<file path="src/rtl/tx_core.sv">
// UART transmitter: words enter through a valid/ready handshake into a small FIFO
// and leave LSB-first as start / data / stop frames at BAUD_RATE cycles per bit.
module tx_core #(
  parameter int          DATA_WIDTH = 8,
  parameter logic [31:0] BAUD_RATE  = 32'd1667,
  parameter int          FIFO_DEPTH = 4,
  parameter int          STOP_BITS  = 1
) (
  input  logic                  clk,
  input  logic                  rst,
  input  logic [DATA_WIDTH-1:0] Tx_data,
  input  logic                  Tx_valid,
  output logic                  Tx_ready,
  output logic                  Tx,
  output logic                  Tx_busy,
  output logic                  Tx_done
);

  localparam int              AW        = $clog2(FIFO_DEPTH);
  localparam int              CW        = $clog2(FIFO_DEPTH + 1);
  localparam int              BCW       = (DATA_WIDTH > 1) ? $clog2(DATA_WIDTH) : 1;
  localparam logic [31:0]     BIT_LAST  = BAUD_RATE - 32'd1;
  localparam logic [31:0]     STOP_LAST = 32'(STOP_BITS) * BAUD_RATE - 32'd1;
  localparam logic [BCW-1:0]  DATA_LAST = BCW'(DATA_WIDTH - 1);
  localparam logic [CW-1:0]   FULL      = CW'(FIFO_DEPTH);

  typedef enum logic [1:0] {IDLE, START, DATA, STOP} state_t;

  state_t                state_q, state_nx;
  logic [DATA_WIDTH-1:0] mem [FIFO_DEPTH];
  logic [AW-1:0]         wr_ptr, rd_ptr;
  logic [CW-1:0]         count;
  logic [DATA_WIDTH-1:0] shift_q, shift_nx;
  logic [31:0]           timer_q, timer_nx;
  logic [BCW-1:0]        bit_q, bit_nx;
  logic                  tx_q, tx_nx;
  logic                  done_q, done_nx;
  logic                  push, pop, fifo_empty;

  // Ready is held low through reset so nothing is accepted until release.
  assign Tx_ready   = rst && (count != FULL);
  assign push       = Tx_valid && Tx_ready;
  assign fifo_empty = (count == '0);
  assign Tx         = tx_q;
  assign Tx_done    = done_q;
  assign Tx_busy    = (state_q != IDLE) || !fifo_empty;

  always_comb begin
    state_nx = state_q;
    timer_nx = timer_q + 32'd1;
    bit_nx   = bit_q;
    shift_nx = shift_q;
    tx_nx    = tx_q;
    done_nx  = 1'b0;
    pop      = 1'b0;
    case (state_q)
      IDLE: begin
        timer_nx = '0;
        tx_nx    = 1'b1;
        if (!fifo_empty) begin
          pop      = 1'b1;
          shift_nx = mem[rd_ptr];
          tx_nx    = 1'b0;
          state_nx = START;
        end
      end
      START: begin
        if (timer_q == BIT_LAST) begin
          tx_nx    = shift_q[0];
          shift_nx = shift_q >> 1;
          bit_nx   = '0;
          timer_nx = '0;
          state_nx = DATA;
        end
      end
      DATA: begin
        if (timer_q == BIT_LAST) begin
          timer_nx = '0;
          if (bit_q == DATA_LAST) begin
            tx_nx    = 1'b1;
            state_nx = STOP;
          end else begin
            tx_nx    = shift_q[0];
            shift_nx = shift_q >> 1;
            bit_nx   = bit_q + 1'b1;
          end
        end
      end
      STOP: begin
        // A buffered word starts on the same edge the done pulse is raised.
        if (timer_q == STOP_LAST) begin
          done_nx  = 1'b1;
          timer_nx = '0;
          if (!fifo_empty) begin
            pop      = 1'b1;
            shift_nx = mem[rd_ptr];
            tx_nx    = 1'b0;
            state_nx = START;
          end else begin
            state_nx = IDLE;
          end
        end
      end
      default: state_nx = IDLE;
    endcase
  end

  always_ff @(posedge clk) begin
    if (!rst) begin
      state_q <= IDLE;
      wr_ptr  <= '0;
      rd_ptr  <= '0;
      count   <= '0;
      timer_q <= '0;
      bit_q   <= '0;
      tx_q    <= 1'b1;
      done_q  <= 1'b0;
    end else begin
      state_q <= state_nx;
      timer_q <= timer_nx;
      bit_q   <= bit_nx;
      tx_q    <= tx_nx;
      done_q  <= done_nx;
      if (push) wr_ptr <= wr_ptr + 1'b1;
      if (pop)  rd_ptr <= rd_ptr + 1'b1;
      case ({push, pop})
        2'b10:   count <= count + 1'b1;
        2'b01:   count <= count - 1'b1;
        default: count <= count;
      endcase
    end
  end

  // Storage and shift register carry data only; they need no reset.
  always_ff @(posedge clk) begin
    if (push) mem[wr_ptr] <= Tx_data;
    shift_q <= shift_nx;
  end

endmodule

</file>
<file path="config.mk">
export PLATFORM = sky130hd
export DESIGN_NAME = tx_core
export DESIGN_NICKNAME = d
export VERILOG_FILES = /design/src/rtl/tx_core.sv
export SDC_FILE = /design/constraint.sdc
export NUM_CORES = 1
export LEC_CHECK = 0
export BUFFER_PORTS_ARGS = -buffer_cell sky130_fd_sc_hd__buf_4
export CORE_MARGIN = 5
export CORE_UTILIZATION = 35
export DETAILED_ROUTE_END_ITERATION = 16
export SLEW_MARGIN = 20
export SYNTH_ARGS = -nofsm -noshare
export SYNTH_HDL_FRONTEND = slang
export SYNTH_SLANG_ARGS = --single-unit
</file>
<file path="constraint.sdc">
create_clock -name clk -period 3.17 [get_ports clk]
set_input_delay 0.634 -clock clk [delete_from_list [all_inputs] [get_ports clk]]
set_output_delay 0.634 -clock clk [all_outputs]
set_load 0.01 [all_outputs]
</file>
Word level (Yosys, flattened, before mapping)

Memories as Yosys holds them, arrays and structs flattened. A register that Yosys moved wholly into a read port is not among the register bits.
Index checks and enable logic that the tools add are counted.

Logic and storage cells: 81
Memories: 1
Flip-flop bits (word level): 54
Input port bits: 11
Memory bits (writable): 32
Output and inout bits: 4

Memory list:

| memory | words | bits a word | rd ports | clocked after Yosys merged registers in | write ports | RTL line | text |
|---|---|---|---|---|---|---|---|
| mem    | 4     | 8           | 1        | 1                                       | 1           | 30       | `logic [DATA_WIDTH-1:0] mem [FIFO_DEPTH];` |

$add $sub $neg: 6
Eq/ne operators: 15
Reduce and logical (&&, ||, !) cells: 15
Mux-type cells: 35

Operators with widths:

| kind                                            | count |
|---|---|
| case mux 32 bit (2 select lines)                | 1 |
| 2-to-1 mux 8 bit                                | 5 |
| adder 32 x 1 -> 32 bit, second input constant   | 1 |
| == test 32 x 11 -> 1 bit, second input constant | 1 |
| 2-to-1 mux 32 bit                               | 1 |
| case mux 8 bit (4 select lines)                 | 1 |
| 2-to-1 mux 2 bit                                | 7 |
| != test 2 bit, second input constant            | 7 |
| 2-to-1 mux 1 bit                                | 12 |
| case mux 3 bit (2 select lines)                 | 2 |
| AND reduction 4 bit                             | 3 |
| 2-to-1 mux 3 bit                                | 3 |
| case mux 2 bit (4 select lines)                 | 1 |
| adder 3 x 1 -> 3 bit, second input constant     | 2 |
| == test 2 bit, second input constant            | 3 |
| nonzero test 2 bit                              | 3 |
| AND reduction 5 bit                             | 1 |
| adder 2 x 1 -> 2 bit, second input constant     | 2 |
| == test 2 x 1 -> 1 bit, second input constant   | 2 |
| case mux 1 bit (4 select lines)                 | 1 |
| == test 3 bit, second input constant            | 1 |
| logical NOT 3 bit                               | 1 |
| != test 3 bit, second input constant            | 1 |
| OR reduction 3 bit                              | 1 |
| 7 further kinds                                 | 8 |

Depth between registers and ports, before layout

Depth in word-level cells: 6
Depth in mapped cells: 12
Depth with buffers taken out: 12

Worst setup path before layout

Ideal clock, no wire load.

Path type: input to register
Start point: input rst
End point: register count[2]
Required time: 3.099 ns
Stages on the path: 11
Setup slack: 0.538 ns
Setup time: 0.071 ns
Arrival: 2.562 ns
Path buffers: 1
Path through: clkbuf_1 -> inv_1 -> a31oi_1 -> and2_1 -> inv_1 -> ha_1 -> inv_1 -> fa_1 -> xor2_1 -> or3_1 -> a21oi_1

Cells in the longest elaborated chain, start to end: 4
Elaborated cells between the ends (all ways): 6
Classes of those cells: eq/ne (2); mux (1); reduce/logical (3)

RTL lines:

| what                                                                  | RTL line | text |
|---|---|---|
| from (decl)                                                           | 10       | `input logic rst,` |
| logical AND 1 bit *                                                   | 41       | `assign Tx_ready = rst && (count != FULL);` |
| via Tx_ready                                                          | 13       | `output logic Tx_ready,` |
| logical AND 1 bit *                                                   | 42       | `assign push = Tx_valid && Tx_ready;` |
| == test 2 x 1 -> 1 bit or == test 2 bit (tied branches)               | 126      | `case ({push, pop})` |
| case mux 3 bit (2 select lines) or nonzero test 2 bit (tied branches) | n/a      |  |
| to (signal assigned)                                                  | 127      | `2'b10: count <= count + 1'b1;` |
| to (signal assigned)                                                  | 128      | `2'b01: count <= count - 1'b1;` |
| to (signal assigned)                                                  | 129      | `default: count <= count;` |
| to (decl)                                                             | 32       | `logic [CW-1:0] count;` |

The timed path passes the listed nets; every way through them passes the cells marked *.
A chain may end at the register's enable or synchronous reset.

Final worst setup path

Start point: register timer_q[1]
End point: register count[2]

Cells in the longest elaborated chain, start to end: 5
Elaborated cells between the ends (all ways): 7
Classes of those cells: eq/ne (3); mux (3); reduce/logical (1)

RTL lines:

| what                                                                  | RTL line | text |
|---|---|---|
| from (decl)                                                           | 34       | `logic [31:0] timer_q, timer_nx;` |
| from (signal assigned)                                                | 120      | `timer_q <= timer_nx;` |
| == test 32 x 11 -> 1 bit *                                            | 91       | `if (timer_q == STOP_LAST) begin` |
| 2-to-1 mux 1 bit *                                                    | 91       |  |
| case mux 1 bit (2 select lines) *                                     | 56       | `case (state_q)` |
| via pop                                                               | 38       | `logic push, pop, fifo_empty;` |
| == test 2 x 1 -> 1 bit or == test 2 bit (tied branches)               | 126      |  |
| case mux 3 bit (2 select lines) or nonzero test 2 bit (tied branches) | n/a      |  |

Marks and branches as above.

==> metrics.csv <==
metric,value,unit
deepest clock path buffer count,2,
Die Ht,116,um
DRC,0,
Area growth syn-to-layout,14.7,%
post-DP HPWL,4990,um
CP Max Fanout,7,
"post-synthesis share of cell area spent on full adders, half adders and majority gates",0.0498,
main combinational cell family by area after synthesis,simple AND/OR/NAND/NOR gates,
CTS tree,yes,
worst max-slew margin expressed relative to the limit,0.610,
Combinational Power Share,0.279,
Crit. End Element,flip-flop,
Most Frequent Cell on Critical Path,sky130_fd_sc_hd__ha_1,
area share of xor/xnor cells in the synthesized design,0.0536,
cell family contributing the most delay on the critical path,simple AND/OR/NAND/NOR gates,
fraction of final layout cells with drive strength greater than 1,0.127,
Total Power Consumption,3.51,mW
part of the power in registers,0.427,
switching power share of the total,0.319,
post-CTS setup-driven buffer insertion count,0,
Setup crit start kind,flip-flop,
critical setup path kind,reg -> reg,
clock group share of total power,0.294,
"antenna viol nets, final",0,
delay of the slowest cell on the worst path,0.43,ns
overall routing resource usage,0.115,
number of vias after detailed routing,2633,
aggregate negative setup slack,0,ns
global route total overflow,0,
CTS resizes,0,
period utilization,0.871,
Setup Skew,0.00677,ns
Post-Synth Simple-Gate Area,0.188,
buffer cell driving the clock tree root,sky130_fd_sc_hd__clkbuf_16,
sequential share of the synthesized area,0.551,
area of the multi-input gates,1660,sq um
leakage component of the power,1.51,nW
number of max-slew violations in the final report,0,
Via density,5.07,
number of standard-cell rows in the floorplan,38,
Max Cap Viol,0,
Int Power,2.39,mW
complex-gate fraction of the synthesized area,0.0785,
final count of negative-setup-slack endpoints,0,
die outline width,116,um
ANT cells,0,
status,"finished, final reports clean",
die area,13400,sq um
signal arrival time at the worst endpoint,3.03,ns
number of flip-flops and latches in the synthesized netlist,88,
Peak VDD IR,325,uV
routability-driven placement congestion ratio,0.754,
transition at the pin with the smallest max-transition slack,0.585,ns
vias in the first global route,2502,
clock period minus final worst setup slack,2.76,ns
total of fill cells in the finished design,1051,
core box area,10900,sq um
Worst path slowest cell,sky130_fd_sc_hd__dfxtp_1,
number of distinct library cells after synthesis,42,
wire length after detailed routing,7040,um
setup repair after global routing missed its margin,no,
number of buffers inserted during clock tree synthesis,9,
required time of the critical path,3.44,ns
final-stage net count,400,
buffering stage count on the worst path with inverters included,1,
cell count after synthesis,353,
"Net Count, Synth",379,
number of antenna violations at the first check in global routing,0,
maximum number of pins on one net before global-route repair,33,
Switch Pwr,1.12,mW
Port Buf Inserts,14,
detailed-router iteration count before antenna repair,4,
FF/Latch Area,2160,sq um
post-synthesis mux area share,0.0536,
Synth warnings,0,
hold buffers post-CTS,0,
power density relative to cell area,780,nW/um^2
kind of path behind the tightest hold check,reg -> reg,
Mapped Area,3920,sq um
fmax,0.362,GHz
wire length of the first global-routing pass,12100,um
average cell area after synthesis,11.1,sq um
count of final hold-check violations,0,
Initial Utilization,0.359,
Worst-path clk slew,0.07,ns
I/O Pins,15,
initial detailed-routing violation count,163,
CTS H-tree depth,3,
crit-path cells,ha_1 -> nor4b_2 -> nand4_1 -> o31a_1 -> nor2_1 -> ha_1 -> inv_1 -> fa_1 -> xor2_1 -> or3_1 -> a21oi_1,
average wire per standard cell,13.6,um
clock latency of the later-clocked register in the worst-skew pair,0.34,ns
TritonCTS Sinks,88,
-- sequential cells by signal (all words and copies together) (netlist names), named ones only --
signal and count:
timer_q 32, Tx_done 1, count 3, wr_ptr 2
bit_q 3, mem 32, shift_q 8, rd_ptr 2
Tx 1, state_q 2
-- power by group through the flow --
| stage | combinational (mW) | clock, mW | sequential, mW |
|---|---|---|---|
| finish | 0.980 | 1.03 | 1.50 |
| global route | 1.11 | 1.12 | 1.52 |
| CTS | 0.989 | 1.07 | 1.50 |
| global placement | 0.965 | 0 | 1.52 |
| floorplan | 0.752 | 0 | 1.47 |
| detailed placement | 0.981 | 0 | 1.53 |
-- per-stage QoR --
stage	setup slack (ns)	util	hold slack [ns]	instance area (sq um)	instances
floorplan	0.538	-	0.440	3920	353
global placement	0.538	0.385	0.452	4210	503
detailed placement	0.423	0.385	0.457	4210	503
CTS	0.382	0.411	0.468	4500	519
global route	0.161	0.411	0.473	4500	519
finish	0.408	0.411	0.470	4500	519
-- worst register-to-register path, stage by stage, from the launching register on --
cell                      delay (ns)
sky130_fd_sc_hd__dfxtp_1        0.43
sky130_fd_sc_hd__ha_1           0.18
sky130_fd_sc_hd__nor4b_2        0.20
sky130_fd_sc_hd__nand4_1        0.18
sky130_fd_sc_hd__o31a_1         0.33
sky130_fd_sc_hd__nor2_1         0.14
sky130_fd_sc_hd__ha_1           0.19
sky130_fd_sc_hd__inv_1          0.06
sky130_fd_sc_hd__fa_1           0.38
sky130_fd_sc_hd__xor2_1         0.16
sky130_fd_sc_hd__or3_1          0.30
sky130_fd_sc_hd__a21oi_1        0.15
-- synth_stat cells (all sizes together) --
master    n  area [sq um]
a211oi    1          7.51
xor2      9          78.8
and4bb    1          12.5
and2      7          43.8
nor4b     3          32.5
mux2i     3          30.0
nand4     9          56.3
o22ai     2          12.5
and3     10          62.6
ha       14           175
edfxtp   40          1200
o31a      2          17.5
nand3    11          55.1
nand2    22          82.6
and4      4          35.0
a31oi     1          6.26
or3       9          56.3
o31ai     2          15.0
mux4      8           180
xnor2    15           131
nand3b    1          7.51
a22o      7          61.3
or2       2          12.5
nor3     11          55.1
a21boi    2          15.0
nand2b    2          12.5
o2bb2ai   1          8.76
a41oi     1          8.76
or4       1          7.51
fa        1          20.0
o21ai    12          60.1
dfxtp    48           961
a21oi    15          75.1
clkbuf    9          33.8
o21ba     2          20.0
nor2     37           139
inv      18          67.6
nor3b     2          15.0
nor4      8          50.1
-- metal layers --
layer,vias to the layer above,part of all wire,wire length [um],track usage
li1,1331,-,-,-
met1,1268,0.51,3570,0.159
met2,26,0.44,3100,0.168
met3,8,0.034,239,0.0308
met4,0,0.019,131,0.0557
met5,-,0,0,0
-- path summary, 6_finish.rpt --
| check | to | depth (start not counted) | from | slack, ns |
|---|---|---|---|---|
| hold reg to reg | bit_q[2]$_SDFFE_PN0P_ | 2 | bit_q[2]$_SDFFE_PN0P_ | 0.47 |
| hold / removal | bit_q[2]$_SDFFE_PN0P_ | 2 | bit_q[2]$_SDFFE_PN0P_ | 0.47 |
| setup reg to reg | count[2]$_SDFFE_PN0P_ | 11 | timer_q[1]$_SDFF_PP0_ | 0.41 |
| setup / recovery | count[2]$_SDFFE_PN0P_ | 11 | timer_q[1]$_SDFF_PP0_ | 0.41 |
-- final cells by class --
type,instances,area share
sequential,88,0.481
multi-input combinational,238,0.369
clock buffer,9,0.0501
tap,140,0.0389
timing repair buffer,19,0.0317
inverter,18,0.0150
clock inverter,7,0.0145
-- cell usage in the layout, fill, tap and decap left out, types with 9 or more instances in the layout --
cell type	synthesis	final
sky130_fd_sc_hd__nand4_1	9	9
sky130_fd_sc_hd__ha_1	14	14
sky130_fd_sc_hd__edfxtp_1	40	40
sky130_fd_sc_hd__nand2_1	22	22
sky130_fd_sc_hd__xnor2_1	15	15
sky130_fd_sc_hd__buf_4	0	19
sky130_fd_sc_hd__xor2_1	9	9
sky130_fd_sc_hd__clkbuf_16	0	9
sky130_fd_sc_hd__a21oi_1	15	15
sky130_fd_sc_hd__and3_1	10	10
sky130_fd_sc_hd__nor2_1	37	37
sky130_fd_sc_hd__nand3_1	11	11
sky130_fd_sc_hd__inv_1	18	18
sky130_fd_sc_hd__dfxtp_1	48	48
sky130_fd_sc_hd__nor3_1	11	11
sky130_fd_sc_hd__o21ai_0	11	11
-- cell families after synthesis --
kind of cell	count (synthesis)
AO/OA/AOI/OAI	48
flip-flops	88
buffers and inverters	27
AND/OR/NAND/NOR	140
XOR/XNOR	24
adder cells (fa/ha/maj)	15
multiplexers	11
Note: power is estimated with default switching activity, not from simulation.
